## src/rtl/sm4_mode_ctrl.sv

```systemverilog
// sm4_mode_ctrl: valid/ready stream front-end for sm4_core (key expansion, block issue/capture,
// watchdog). ECB only by default; define SM4_CBC_EN to add CBC chaining with iv_in/iv_load/cbc_mode.
module sm4_mode_ctrl #(
    parameter int unsigned CORE_TIMEOUT = 1023
) (
    input  logic         clk,
    input  logic         rst,
    input  logic [127:0] key_in,
    input  logic         key_load,
    input  logic [127:0] iv_in,
    input  logic         iv_load,
    input  logic         cbc_mode,
    input  logic         encdec_in,
    input  logic [127:0] s_data,
    input  logic         s_valid,
    output logic         s_ready,
    output logic [127:0] m_data,
    output logic         m_valid,
    input  logic         m_ready,
    output logic         busy,
    output logic         err,
    output logic         core_en_sm4,
    output logic         core_encdec,
    output logic         core_en_key_exps,
    output logic [127:0] core_key,
    output logic         core_key_valid,
    input  logic         core_key_exps_done,
    output logic [127:0] core_bdi,
    output logic         core_bdi_valid,
    input  logic [127:0] core_bdo,
    input  logic         core_bdo_valid
);

    // Stream handshake (s_* and m_*): a word moves on a rising edge where valid and ready are
    // both high; valid holds its payload stable until then, and ready never waits on valid.

    typedef enum logic [2:0] {
        S_IDLE,
        S_KEYEXP,
        S_READY,
        S_ISSUE,
        S_WAIT,
        S_OUT
    } state_t;

    localparam logic [9:0] TMO_LIMIT = 10'(CORE_TIMEOUT);

    state_t       state_q, state_d;
    logic [127:0] key_q, key_d;
    logic         encdec_q, encdec_d;
    logic [127:0] blk_q, blk_d;
    logic [9:0]   tmo_q, tmo_d;
    logic         tmo_hit;
    logic         err_q, err_d;
    logic         busy_q, busy_d;
    logic         s_ready_q, s_ready_d;
    logic         m_valid_q, m_valid_d;
    logic [127:0] m_data_q, m_data_d;
    logic         en_sm4_q, en_sm4_d;
    logic         en_key_exps_q, en_key_exps_d;
    logic         key_valid_q, key_valid_d;
    logic [127:0] bdi_q, bdi_d;
    logic         bdi_valid_q, bdi_valid_d;

    logic [127:0] issue_bdi;
    logic [127:0] out_data;

`ifdef SM4_CBC_EN
    logic [127:0] chain_q, chain_d;
    logic [127:0] chain_next;
    logic         cbc_q, cbc_d;

    // Encrypt chains on the ciphertext it produced; decrypt chains on the ciphertext it consumed.
    always_comb begin
        issue_bdi  = (cbc_q && encdec_q) ? (blk_q ^ chain_q) : blk_q;
        out_data   = (cbc_q && !encdec_q) ? (core_bdo ^ chain_q) : core_bdo;
        chain_next = chain_q;
        if (cbc_q) begin
            chain_next = encdec_q ? core_bdo : blk_q;
        end
    end
`else
    logic unused_cbc_inputs;

    assign issue_bdi         = blk_q;
    assign out_data          = core_bdo;
    assign unused_cbc_inputs = ^{iv_in, iv_load, cbc_mode};
`endif

    always_comb begin
        state_d       = state_q;
        key_d         = key_q;
        encdec_d      = encdec_q;
        blk_d         = blk_q;
        tmo_d         = tmo_q;
        err_d         = err_q;
        s_ready_d     = s_ready_q;
        m_valid_d     = m_valid_q;
        m_data_d      = m_data_q;
        en_sm4_d      = en_sm4_q;
        en_key_exps_d = en_key_exps_q;
        key_valid_d   = key_valid_q;
        bdi_d         = bdi_q;
        bdi_valid_d   = bdi_valid_q;
        tmo_hit       = (tmo_q == TMO_LIMIT);
`ifdef SM4_CBC_EN
        chain_d       = chain_q;
        cbc_d         = cbc_q;
        // The IV lands in the same edge a block is accepted, so that block sees the new IV.
        if ((state_q == S_IDLE || state_q == S_READY) && iv_load) begin
            chain_d = iv_in;
        end
`endif

        if ((state_q == S_IDLE || state_q == S_READY) && key_load) begin
            state_d       = S_KEYEXP;
            key_d         = key_in;
            encdec_d      = encdec_in;
            err_d         = 1'b0;
            s_ready_d     = 1'b0;
            en_sm4_d      = 1'b1;
            en_key_exps_d = 1'b1;
            key_valid_d   = 1'b1;
`ifdef SM4_CBC_EN
            cbc_d         = cbc_mode;
`endif
        end else begin
            case (state_q)
                S_KEYEXP: begin
                    if (core_key_exps_done) begin
                        state_d       = S_READY;
                        en_key_exps_d = 1'b0;
                        key_valid_d   = 1'b0;
                        s_ready_d     = 1'b1;
                    end else if (tmo_hit) begin
                        state_d       = S_IDLE;
                        err_d         = 1'b1;
                        en_sm4_d      = 1'b0;
                        en_key_exps_d = 1'b0;
                        key_valid_d   = 1'b0;
                    end else begin
                        tmo_d = tmo_q + 10'd1;
                    end
                end
                S_READY: begin
                    if (s_valid) begin
                        blk_d     = s_data;
                        s_ready_d = 1'b0;
                        state_d   = S_ISSUE;
                    end
                end
                S_ISSUE: begin
                    bdi_d       = issue_bdi;
                    bdi_valid_d = 1'b1;
                    state_d     = S_WAIT;
                end
                S_WAIT: begin
                    if (core_bdo_valid) begin
                        m_data_d    = out_data;
                        m_valid_d   = 1'b1;
                        bdi_valid_d = 1'b0;
                        state_d     = S_OUT;
`ifdef SM4_CBC_EN
                        chain_d     = chain_next;
`endif
                    end else if (tmo_hit) begin
                        state_d     = S_IDLE;
                        err_d       = 1'b1;
                        bdi_valid_d = 1'b0;
                        bdi_d       = '0;
                        en_sm4_d    = 1'b0;
`ifdef SM4_CBC_EN
                        chain_d     = '0;
`endif
                    end else begin
                        tmo_d = tmo_q + 10'd1;
                    end
                end
                S_OUT: begin
                    if (m_ready) begin
                        m_valid_d = 1'b0;
                        s_ready_d = 1'b1;
                        state_d   = S_READY;
                    end
                end
                default: state_d = S_IDLE;
            endcase
        end

        // Watchdog restarts on every state entry.
        if (state_d != state_q) begin
            tmo_d = '0;
        end
        busy_d = (state_d != S_IDLE) && (state_d != S_READY);
    end

    always_ff @(posedge clk or posedge rst) begin
        if (rst) begin
            state_q       <= S_IDLE;
            key_q         <= '0;
            encdec_q      <= 1'b0;
            blk_q         <= '0;
            tmo_q         <= '0;
            err_q         <= 1'b0;
            busy_q        <= 1'b0;
            s_ready_q     <= 1'b0;
            m_valid_q     <= 1'b0;
            m_data_q      <= '0;
            en_sm4_q      <= 1'b0;
            en_key_exps_q <= 1'b0;
            key_valid_q   <= 1'b0;
            bdi_q         <= '0;
            bdi_valid_q   <= 1'b0;
`ifdef SM4_CBC_EN
            chain_q       <= '0;
            cbc_q         <= 1'b0;
`endif
        end else begin
            state_q       <= state_d;
            key_q         <= key_d;
            encdec_q      <= encdec_d;
            blk_q         <= blk_d;
            tmo_q         <= tmo_d;
            err_q         <= err_d;
            busy_q        <= busy_d;
            s_ready_q     <= s_ready_d;
            m_valid_q     <= m_valid_d;
            m_data_q      <= m_data_d;
            en_sm4_q      <= en_sm4_d;
            en_key_exps_q <= en_key_exps_d;
            key_valid_q   <= key_valid_d;
            bdi_q         <= bdi_d;
            bdi_valid_q   <= bdi_valid_d;
`ifdef SM4_CBC_EN
            chain_q       <= chain_d;
            cbc_q         <= cbc_d;
`endif
        end
    end

    // key_load wins over a same-cycle block, so ready drops combinationally.
    assign s_ready          = s_ready_q & ~key_load;
    assign m_data           = m_data_q;
    assign m_valid          = m_valid_q;
    assign busy             = busy_q;
    assign err              = err_q;
    assign core_en_sm4      = en_sm4_q;
    assign core_encdec      = encdec_q;
    assign core_en_key_exps = en_key_exps_q;
    assign core_key         = key_q;
    assign core_key_valid   = key_valid_q;
    assign core_bdi         = bdi_q;
    assign core_bdi_valid   = bdi_valid_q;

endmodule

```

## config.mk

```make
export PLATFORM = sky130hd
export DESIGN_NAME = sm4_mode_ctrl
export DESIGN_NICKNAME = d
export VERILOG_FILES = /design/src/rtl/sm4_mode_ctrl.sv
export SDC_FILE = /design/constraint.sdc
export NUM_CORES = 1
export LEC_CHECK = 0
export BUFFER_PORTS_ARGS = -buffer_cell sky130_fd_sc_hd__buf_2
export CELL_PAD_IN_SITES_DETAIL_PLACEMENT = 0
export CELL_PAD_IN_SITES_GLOBAL_PLACEMENT = 2
export CORE_AREA = 2 2 354 356
export CTS_BUF_LIST = sky130_fd_sc_hd__clkbuf_2
export CTS_CLUSTER_SIZE = 28
export DETAILED_ROUTE_END_ITERATION = 6
export DIE_AREA = 0 0 356 358
export GPL_ROUTABILITY_DRIVEN = 0
export PLACE_DENSITY = 0.5
export SLEW_MARGIN = 20
export SYNTH_ARGS = -nofsm -noshare
export SYNTH_HDL_FRONTEND = slang
export SYNTH_SLANG_ARGS = --single-unit
export TNS_END_PERCENT = 30
```

## constraint.sdc

```tcl
create_clock -name clk -period 18.2 [get_ports clk]
set_clock_uncertainty 0.15 [all_clocks]
set_input_delay 1.82 -clock clk [delete_from_list [all_inputs] [get_ports clk]]
set_output_delay 1.82 -clock clk [all_outputs]
set_load 0.02 [all_outputs]
```

**Word-level counts from Yosys, hierarchy flattened**

Cells that the tools add are included.

- Register bits after elaboration: 533
- Bits in latches: 0
- Memory bits (writable): 0
- Bits in read-only memories: 0
- Bits of input ports: 522
- Output and inout port bits: 393
- Logic and storage cells: 100
- Memories: 0

- Add/sub/neg operators: 1
- $mul: 0
- Divide/modulo/power cells: 0
- Order comparisons: 0
- Equal/unequal tests: 21
- Shift operators: 0
- Mux-type cells: 40
- Bitwise gates (word level): 3
- Reduce and logical (&&, ||, !) cells: 21

Operator list:

| cell | count |
|---|---|
| 128-bit 2-to-1 mux | 2 |
| 128-bit one-hot mux with 2 select lines | 1 |
| 10-bit 2-to-1 mux | 5 |
| 3-bit != test (second input constant) | 7 |
| 10-bit one-hot mux with 2 select lines | 1 |
| 1-bit 2-to-1 mux | 19 |
| 3-bit 2-to-1 mux | 6 |
| 4-bit AND reduction | 4 |
| 3-bit one-hot mux with 5 select lines | 1 |
| 3-bit AND reduction | 4 |
| 3-bit nonzero test | 4 |
| 10-bit by 1-bit adder with 10-bit output (second input constant) | 1 |
| 10-bit equality test (second input constant) | 1 |
| 2-bit != test (second input constant) | 4 |
| 1-bit one-hot mux with 2 select lines | 4 |
| 3-bit by 2-bit equality test with 1-bit output (second input constant) | 2 |
| 3-bit equality test (second input constant) | 2 |
| 3-bit by 2-bit != test with 1-bit output (second input constant) | 2 |
| 2-bit nonzero test | 3 |
| 4-bit nonzero test | 1 |
| 3-bit by 1-bit equality test with 1-bit output (second input constant) | 1 |
| 3-bit zero test | 1 |
| 3-bit != test | 1 |
| 1-bit one-hot mux with 3 select lines | 1 |
| other kinds (6) | 8 |

**Depth between registers and ports, before layout**

Gate-level depths: netlist of the first run.

- Word-level depth: 8
- Depth in mapped cells: 7
- Gate-level depth less buffers: 5

**Worst setup path after synthesis of the first run**

Ideal clock, no wire load.

- Path type: input to output
- Start: input key_load
- End: output s_ready
- Data arrival time: 2.124 ns
- Data required time: 16.230 ns
- Slack: 14.106 ns
- Stages on the path: 1
- Buffers on the path: 0
- Cells stage by stage: nor2b_1

- Longest elaborated chain between the ends: 2

RTL lines:

| item | line | source |
|---|---|---|
| from (decl) | 9 | `input logic key_load,` |
| 1-bit inverter | 242 | `assign s_ready = s_ready_q & ~key_load;` |
| 1-bit bitwise AND | 242 |  |
| to (decl) | 16 | `output logic s_ready,` |

No other way between the ends.

**Final worst setup path of the first run**

Same ends and word-level chain as after synthesis.

==> impl_metrics.json, run 1 <==
{
  "htreeDepth": 4,
  "portBuffers": 784,
  "synth_top_cell_by_area": "dfrtp_1",
  "pwr_density_cell_mw_per_mm2": 185,
  "wl_per_cell_um": 19.6,
  "power_leakage_nw": 13.3,
  "maxCapViolCount": 0,
  "multi_input_area_mm2": 0.00613,
  "worstPathArrival_ns": 2.28,
  "synth-seq-area-share": 0.673,
  "synth_top_flop_cell": "dfrtp_1",
  "hold_viol": 0,
  "post-route-drc-count": 0,
  "fin_crit_ns": 4.25,
  "clkLatencyLatePin_ns": 1.44,
  "overflow": 0,
  "setup_ws_ns": 13.95,
  "regArea_mm2": 0.0133,
  "grt_max_degree": 117,
  "synth_top_area_share": 0.673,
  "cts_tree": "done",
  "nFillCells": 13500,
  "drive_above_1_share": 0.647,
  "hold_class": "reg2reg",
  "final_cell_mix": "784 x buf_2, 533 x dfrtp_1, 386 x mux2_2, 228 x clkbuf_2, 129 x a22o_1",
  "post_cts_resized": 0,
  "synth_edf_count": 0,
  "worst_pin_slew_ns": 1.08,
  "grt_pass1_vias": 15800,
  "worstPathRequired_ns": 16.23,
  "synth_warnings": 0,
  "wirelength_mm": 76.5,
  "area_growth_pct": 36.6,
  "initial_core_util": 0.161,
  "clockBufferDepth": 3,
  "pre_cts_ws_ns": 12.62,
  "path_class": "in2out",
  "vias_per_cell": 3.75,
  "peakVddDrop_uv": 68.6,
  "cts-hold-fix-buffers": 0,
  "avgSynthCellArea_um2": 16.1,
  "io-pin-count": 915,
  "grt_first_pass_wirelength_mm": 110,
  "rsz0062_at_grt": "no",
  "core_mm2": 0.123,
  "postCtsSetupBuffers": 0,
  "clockRootBuffer": "clkbuf_2",
  "outcome": "complete, no violations",
  "die_h_um": 358,
  "total_power_w": 0.00502,
  "dp_hpwl_mm": 57.0,
  "cts_buffers": 158,
  "dr.pass1.iters": 4,
  "async_reset_ff_frac": 1.00,
  "synth-seq-cells": 533,
  "cts.clk_slew.worst_paths_ns": 0.09,
  "cts_num_sinks": 533,
  "synth_nets": 1753,
  "antenna_found_initial": 38,
  "track_usage": 0.118,
  "synth_cells": 1230,
  "die_x_um": 356,
  "synth_area_leaders": "dfrtp_1 67%, mux2_2 22%, a22o_1 5.7%",
  "fmax_mhz": 235,
  "dieArea_mm2": 0.127,
  "ant_nets": 0,
  "nets": 2636,
  "crit_path_start_kind": "input pin",
  "drtIter0Drc": 611,
  "maxSlewHeadroom": 0.283,
  "slew_viol_final": 0,
  "final_common_cell": "buf_2",
  "ys_types": 44,
  "end_kind": "primary output",
  "rows": 129,
  "setup_viol": 0,
  "synth_area_mm2": 0.0198,
  "setup_tns_ns": 0,
  "vias": 14600,
  "path_max_fanout": 6,
  "period_share": 0.233
}
## metrics by stage
step	cell area (um^2)	utilization	cells	hold WS (ns)
final	27100	0.220	3892	0.317
after global routing	27000	0.219	3881	0.00290
after CTS	27000	0.219	3865	0.0104
after detailed placement	25600	0.208	3590	0.326
after global placement	25600	0.208	3590	0.326
after floorplan	19800	-	1230	0.312
## synth_stat cells (3+ instances only)
library cell,instances
a22o_1,129
or3_1,4
buf_1,3
buf_2,50
a31oi_1,3
o31ai_1,3
and3_1,4
a211oi_1,5
a21oi_1,7
nor3_1,4
nor4_1,3
nand2b_1,3
o21ai_0,8
inv_1,6
mux2_2,386
nand2_1,5
clkbuf_1,24
dfrtp_1,533
nand3_1,6
nor2_1,12
## kinds of logic after synthesis
kind of cell / synth area share
muxes: 0.220
AOI/OAI and AO/OA: 0.0703
and+or+nand+nor: 0.0172
DFF: 0.673
adders and majority gates: 0.000631
buffers and inverters: 0.0193
## final timing paths
kind                             from            to  slack [ns]  cells past startpoint
max reg2reg                state_q[0]     blk_q[80]       14.47                      5
min in group asynchronous         rst    m_data[30]        0.38                      2
max in group asynchronous         rst  core_bdi[27]       14.32                      5
min reg2reg                 blk_q[62]  core_bdi[62]        0.32                      1
min                         blk_q[62]  core_bdi[62]        0.32                      1
max                          key_load       s_ready       13.95                      3
## per-layer routing
layer  part of all wire  track usage
met5             0.0027            0
met4              0.020       0.0435
met3               0.10       0.0542
met2               0.48        0.187
met1               0.40        0.138
## where the power goes
group | leakage, nW | total [W] | switching, W | internal [W]
registers | 6.57 | 0.00208 | 0.000321 | 0.00175
logic | 5.67 | 0.00202 | 0.00119 | 0.000836
clock network | 1.08 | 0.000920 | 0.000552 | 0.000368
total | 13.3 | 0.00502 | 0.00206 | 0.00296
## worst max-delay path, cell delays in order
cell and delay (ns):
buf_2 0.14, nor2b_1 0.13, buf_2 0.19
## registers in the layout (all words and copies together) (netlist names)
register        flops
blk_q             128
core_bdi          128
core_key          128
m_data            128
tmo_q              10
state_q             3
busy                1
core_bdi_valid      1
core_en_sm4         1
core_encdec         1
core_key_valid      1
err                 1
m_valid             1
s_ready_q           1
## cell type report
type                       count  share of cell area
antenna                       27             0.00250
clock buffer                 228              0.0421
clock inverter                47             0.00984
inverter                       6             0.00111
multi-input combinational    613               0.227
sequential                   533               0.493
tap                         1637              0.0756
timing repair buffer         801               0.150
Note: power is estimated with default switching activity, not from simulation.
==> inputs of run 2 (changes only) <==
Clock period 18.2 ns to 4.3 ns, I/O delays scaled along.
==> run 2 against run 1 <==
  * The flow now stops in 4_1_cts
  * Synthesized area stayed put
  * Synthesized cell count did not move
==> impl_metrics.json, run 2 <==
{
  "avgSynthCellArea_um2": 16.1,
  "synth_top_flop_cell": "dfrtp_1",
  "placement.cell_area_mm2": 0.0259,
  "die_h_um": 358,
  "io-pin-count": 915,
  "synth_edf_count": 0,
  "synth_warnings": 0,
  "cts_num_sinks": 533,
  "synth_area_mm2": 0.0198,
  "synth-seq-cells": 533,
  "post_cts_resized": 0,
  "synth_common_cells": "533 x dfrtp_1, 386 x mux2_2, 129 x a22o_1",
  "postCtsSetupBuffers": 0,
  "clockRootBuffer": "clkbuf_2",
  "async_reset_ff_frac": 1.00,
  "synth_top_area_share": 0.673,
  "htreeDepth": 4,
  "ys_types": 44,
  "synth_cells": 1230,
  "rows": 129,
  "yosysMostFrequentCell": "dfrtp_1",
  "cts_buffers": 158,
  "dp_hpwl_mm": 58.5,
  "initial_core_util": 0.161,
  "die_x_um": 356,
  "outcome": "stopped before the end",
  "stop_error": "[ERROR RSZ-0060] Max buffer count reached.",
  "synth_nets": 1753,
  "synth-seq-area-share": 0.673,
  "cts-hold-fix-buffers": 777,
  "clockBufferDepth": 3,
  "synth_top_cell_by_area": "dfrtp_1",
  "portBuffers": 784,
  "dpl.cell_count": 3614,
  "lastStage": "4_1_cts",
  "synth_area_leaders": "dfrtp_1 67%, mux2_2 22%, a22o_1 5.7%"
}
## run 2: logic make-up after synthesis
logic type	share of synthesized area
muxes	0.220
AOI/OAI and AO/OA	0.0703
buffers and inverters	0.0193
DFF	0.673
and+or+nand+nor	0.0172
adders and majority gates	0.000631
## run 2: through the flow
| stage | setup WS [ns] | util |
|---|---|---|
| 2_1_floorplan | -3.53 | - |
| 3_5_place_dp | 1.21 | 0.210 |
| 3_3_place_gp | 1.26 | 0.210 |
==> inputs of run 3 (changes only) <==
Settings changed: CELL_PAD_IN_SITES_DETAIL_PLACEMENT 0 to not set, CELL_PAD_IN_SITES_GLOBAL_PLACEMENT 2 to not set, CORE_AREA 2 2 354 356 to 2 2 358 360, CTS_BUF_LIST sky130_fd_sc_hd__clkbuf_2 to not set, CTS_CLUSTER_SIZE 28 to not set, DIE_AREA 0 0 356 358 to 0 0 360 362, PLACE_DENSITY 0.5 to not set, PLACE_DENSITY_LB_ADDON set to 0.15.
==> run 3 against run 2 <==
  * The flow now finishes without violations
==> impl_metrics.json, run 3 (synthesized netlist as in run 1, its figures left out) <==
{
  "switching_share": 0.370,
  "io-pin-count": 915,
  "worst_hold_path.endpoint": "core_bdi_valid",
  "portBuffers": 784,
  "antenna_found_initial": 19,
  "slew_viol_final": 0,
  "dieArea_mm2": 0.130,
  "path_class": "reg2reg",
  "fin_crit_ns": 3.07,
  "p_seq_frac": 0.371,
  "clockRootBuffer": "clkbuf_16",
  "end_kind": "register",
  "dr.pass1.iters": 4,
  "postLayoutCoreUtil": 0.254,
  "maxSlewHeadroom": 0.356,
  "overflow": 0,
  "period_share": 0.714,
  "fmax_mhz": 326,
  "initial_core_util": 0.156,
  "power.switching_w": 0.00875,
  "track_usage": 0.116,
  "r2r_slack_ns": 1.23,
  "cts-hold-fix-buffers": 388,
  "pwr_density_cell_mw_per_mm2": 736,
  "drtIter0Drc": 588,
  "final_cell_mix": "784 x buf_2, 533 x dfrtp_1, 388 x dlygate4sd3_1, 386 x mux2_2, 129 x a22o_1",
  "hp-start": "core_bdo_valid",
  "dpl.cell_count": 3630,
  "grt_first_pass_wirelength_mm": 114,
  "pwr-share-comb": 0.377,
  "vias_per_cell": 3.73,
  "grt_pass1_vias": 16700,
  "reg2regPathDepth": 5,
  "p_int_w": 0.0149,
  "rows": 131,
  "reg2reg_from": "state_q[2]",
  "hold_class": "in2reg",
  "crit_path_start_kind": "register",
  "postCtsSetupBuffers": 0,
  "ant_nets": 0,
  "setup_viol": 0,
  "total_power_w": 0.0237,
  "outcome": "complete, no violations",
  "vias": 15500,
  "worstPathRequired_ns": 4.66,
  "cts_num_sinks": 533,
  "cts_buffers": 69,
  "wl_per_cell_um": 18.5,
  "finalNonFillerCells": 4146,
  "hold_path_depth": 4,
  "maxCapViolCount": 0,
  "r2r_end": "core_bdi[97]",
  "post-route-drc-count": 0,
  "setup_ws_ns": 1.23,
  "clkLatencyLatePin_ns": 0.64,
  "rsz0062_at_grt": "no",
  "wirelength_mm": 76.5,
  "final_common_cell": "buf_2",
  "dp_hpwl_mm": 56.3,
  "path_max_fanout": 83,
  "core_mm2": 0.127,
  "cts_tree": "done",
  "nets": 2950,
  "cts.clk_slew.worst_paths_ns": 0.06,
  "drive_above_1_share": 0.529,
  "area_growth_pct": 62.2,
  "hold_viol": 0,
  "hold-worst-slack_ns": 0.111,
  "htreeDepth": 3,
  "die_x_um": 360,
  "pre_cts_ws_ns": 1.26,
  "worstPathArrival_ns": 3.43,
  "post_cts_resized": 0,
  "clockBufferDepth": 3,
  "clkPwrFrac": 0.252,
  "power_leakage_nw": 15.1,
  "worst_pin_slew_ns": 0.964,
  "die_h_um": 362,
  "grt_max_degree": 141,
  "peakVddDrop_uv": 393
}
## run 3: cell type report
type | instances | area [um^2]
tap | 1662 | 2080
fill | 13300 | 94500
clock inverter | 17 | 334
clock buffer | 100 | 1980
multi-input combinational | 613 | 6130
inverter | 6 | 26.3
sequential | 533 | 13300
antenna | 11 | 27.5
timing repair buffer | 1204 | 8240
## run 3: worst max-delay path by stage
stage,start,endpoint,slack [ns],cells after the start
after CTS,state_q[1],core_bdi[95],1.26,5
after global placement,state_q[2],core_bdi[90],1.31,5
after global routing,state_q[2],core_bdi[97],1.08,5
final,state_q[2],core_bdi[97],1.23,5
after floorplan,rst,blk_q[0],-3.53,1
after detailed placement,state_q[2],core_bdi[98],1.26,5
## run 3: per-stage QoR
stage,instance area [um^2],setup TNS [ns]
2_1_floorplan,19800,-1879.39
3_3_place_gp,25900,0
3_5_place_dp,25900,0
4_1_cts,32100,0
5_1_grt,32100,0
6_report,32200,0
## run 3: per-layer routing
metal,GRT usage,vias up,wire [um]
met5,0,-,64
met4,0.0405,10,1680
met3,0.0347,96,5780
met2,0.187,557,36200
met1,0.146,7857,32800
li1,-,6939,-
## run 3: power groups by stage
stage	logic (W)	registers, W	clock network (W)
2_1_floorplan	0.00310	0.0109	0
3_3_place_gp	0.00875	0.00878	0
3_5_place_dp	0.00882	0.00887	0
4_1_cts	0.00913	0.00881	0.00625
5_1_grt	0.00950	0.00913	0.00644
6_report	0.00891	0.00878	0.00596
## run 3: critical path, cell delays in order, from the launching register on
cell and delay, ns:
dfrtp_1 0.63, or3b_1 0.49, nor4_1 0.53, o22ai_4 0.37, buf_12 0.30, a22o_1 0.30
==> inputs of run 4 (changes only) <==
Settings changed: ABC_AREA set to 1, CORE_AREA 2 2 358 360 to 2 2 353 355, DIE_AREA 0 0 360 362 to 0 0 355 357.
Clock period 4.3 ns to 2.5 ns, I/O delays scaled along.
==> run 4 against run 3 <==
  * Global-route usage up 2.0 points
  * Sequential share of layout area down 1.0 points
  * Routed wire length up 16%
  * Largest power group unchanged
  * Sequential power up 67%
  * Critical endpoint is now err
==> impl_metrics.json, run 4 <==
{
  "cts_buffers": 72,
  "vias": 18900,
  "crit_path_end": "err",
  "die_h_um": 357,
  "power_leakage_nw": 16.6,
  "ys_types": 30,
  "maxCapViolCount": 0,
  "reg2reg_from": "state_q[2]",
  "drtIter0Drc": 964,
  "rows": 129,
  "grt_pass1_vias": 19600,
  "synth_area_mm2": 0.0204,
  "htreeDepth": 3,
  "hold_class": "in2reg",
  "synth_warnings": 0,
  "synth_top_cell_by_area": "dfrtp_1",
  "reg2regPathDepth": 5,
  "synth_common_cells": "935 x nand2_1, 533 x dfrtp_1, 255 x o21ai_0",
  "track_usage": 0.136,
  "dp_hpwl_mm": 65.7,
  "dieArea_mm2": 0.127,
  "drive_above_1_share": 0.286,
  "worstPathArrival_ns": 2.57,
  "synth-seq-cells": 533,
  "cts_num_sinks": 533,
  "grt_max_degree": 131,
  "slowest_stage": "o21ai_0",
  "setup_ws_ns": 0.262,
  "clockRootBuffer": "clkbuf_16",
  "cts.clk_slew.worst_paths_ns": 0.05,
  "area_growth_pct": 61.2,
  "overflow": 0,
  "nets": 3913,
  "end_kind": "register",
  "max_stage_delay_ns": 0.73,
  "r2r_slack_ns": 0.26,
  "fin_crit_ns": 2.24,
  "synth_nets": 2725,
  "postLayoutCoreUtil": 0.268,
  "ant_nets": 0,
  "antenna_found_initial": 30,
  "crit_path_cell_trace": "inv_1 -> nand3_4 -> inv_4 -> o21ai_0 -> a21oi_1",
  "outcome": "complete, no violations",
  "rsz0062_at_grt": "no",
  "fmax_mhz": 447,
  "async_reset_ff_frac": 1.00,
  "cp-startpoint": "state_q[2]",
  "vias_per_cell": 3.70,
  "initial_core_util": 0.166,
  "dr.pass1.iters": 5,
  "r2r_end": "err",
  "pre_cts_ws_ns": 0.275,
  "slew_viol_final": 0,
  "final_cell_mix": "934 x nand2_1, 784 x buf_2, 533 x dfrtp_1, 394 x dlygate4sd3_1, 255 x o21ai_0",
  "critPathBufInv": 2,
  "post-route-drc-count": 0,
  "core_mm2": 0.123,
  "final_common_cell": "nand2_1",
  "worst_pin_slew_ns": 0.940,
  "postCtsSetupBuffers": 0,
  "synth_cells": 2202,
  "crit_family": "compound AO/OA/AOI/OAI gates",
  "cts_tree": "done",
  "portBuffers": 784,
  "synth_area_leaders": "dfrtp_1 65%, nand2_1 17%, o21ai_0 6.2%",
  "pwr_density_cell_mw_per_mm2": 1240,
  "cp.depth": 5,
  "io-pin-count": 915,
  "path_max_fanout": 23,
  "path_class": "reg2reg",
  "grt_first_pass_wirelength_mm": 131,
  "setup_viol": 0,
  "die_x_um": 355,
  "yosysMostFrequentCell": "nand2_1",
  "wl_per_cell_um": 17.5,
  "synth_edf_count": 0,
  "clkLatencyLatePin_ns": 0.62,
  "avgSynthCellArea_um2": 9.28,
  "worstPathRequired_ns": 2.83,
  "synth_top_area_share": 0.652,
  "clockBufferDepth": 3,
  "maxSlewHeadroom": 0.374,
  "peakVddDrop_uv": 533,
  "hold_viol": 0,
  "synth-seq-area-share": 0.652,
  "synth_top_flop_cell": "dfrtp_1",
  "hold-worst-slack_ns": 0.0760,
  "setup_tns_ns": 0,
  "wirelength_mm": 88.9,
  "period_share": 0.895,
  "crit_path_start_kind": "register"
}
[run 4: changes by cell type in the layout (fill, tap and decap cells not counted), sizes merged, moves of 8 or more]
cell	delta
nand2	+932
inv	+142
nor2	+14
clkinv	+10
buf	+34
nand3	+8
o21ai	+381
mux2	-386
a22o	-129
[run 4: worst min path at each step]
stage	start	endpoint	slack (ns)	cells past startpoint
after global placement	rst	blk_q[3]	0.10	2
after global routing	core_bdo_valid	state_q[2]	0.11	5
final	core_bdo_valid	state_q[2]	0.08	5
after CTS	core_bdo_valid	state_q[2]	0.03	5
after floorplan	encdec_in	core_encdec	0.21	2
after detailed placement	rst	blk_q[3]	0.10	2
[run 4: worst min-delay path, delay by kind of cell]
kind	cells	cell delay (ns)
and+or+nand+nor	2	0.23
AOI/OAI and AO/OA	1	0.13
buffers and inverters	2	0.18
[run 4: area by class of cell]
type	count	area, um^2
timing repair buffer	1244	8680
sequential	533	13300
multi-input combinational	1388	5880
clock buffer	107	2090
antenna	6	15.0
inverter	151	579
clock inverter	23	320
fill	13500	90000
tap	1637	2050
[run 4: report_power, final]
part,switching [W],total [W],internal [W],leakage [nW]
Sequential,0.00192,0.0147,0.0128,6.43
Clock,0.00435,0.0104,0.00610,1.17
Combinational,0.0106,0.0157,0.00508,9.01
Total,0.0169,0.0408,0.0239,16.6
[run 4: logic make-up (layout without fill, tap and decap cells)]
group / count (synthesis) / after routing / synth area share
DFF: 533 / 533 / 0.652
AOI/OAI and AO/OA: 393 / 393 / 0.0971
adders and majority gates: 1 / 1 / 0.000612
other: 0 / 6 / 0
buffers and inverters: 281 / 1525 / 0.0615
and+or+nand+nor: 987 / 987 / 0.185
xor gates and xnor gates: 7 / 7 / 0.00300
[run 4: layer usage]
layer,share of wire,track usage
met4,0.020,0.0375
met2,0.45,0.213
met5,0.0014,0
met3,0.071,0.0404
met1,0.45,0.182
[run 4: what timing repair did]
| action | CTS | global route |
|---|---|---|
| hold buffers | 394 | 0 |
| gates resized for setup | 0 | 0 |
| endpoints found under the hold margin | 664 | 0 |
| endpoints found under the setup margin | 0 | 0 |
[run 4: per-stage QoR]
stage	cells	cell area (um^2)	total power (W)
CTS	5083	32900	0.0417
finish	5089	33000	0.0408
global placement	4559	26600	0.0303
floorplan	2202	20400	0.0236
detailed placement	4559	26600	0.0303
global route	5088	32900	0.0438
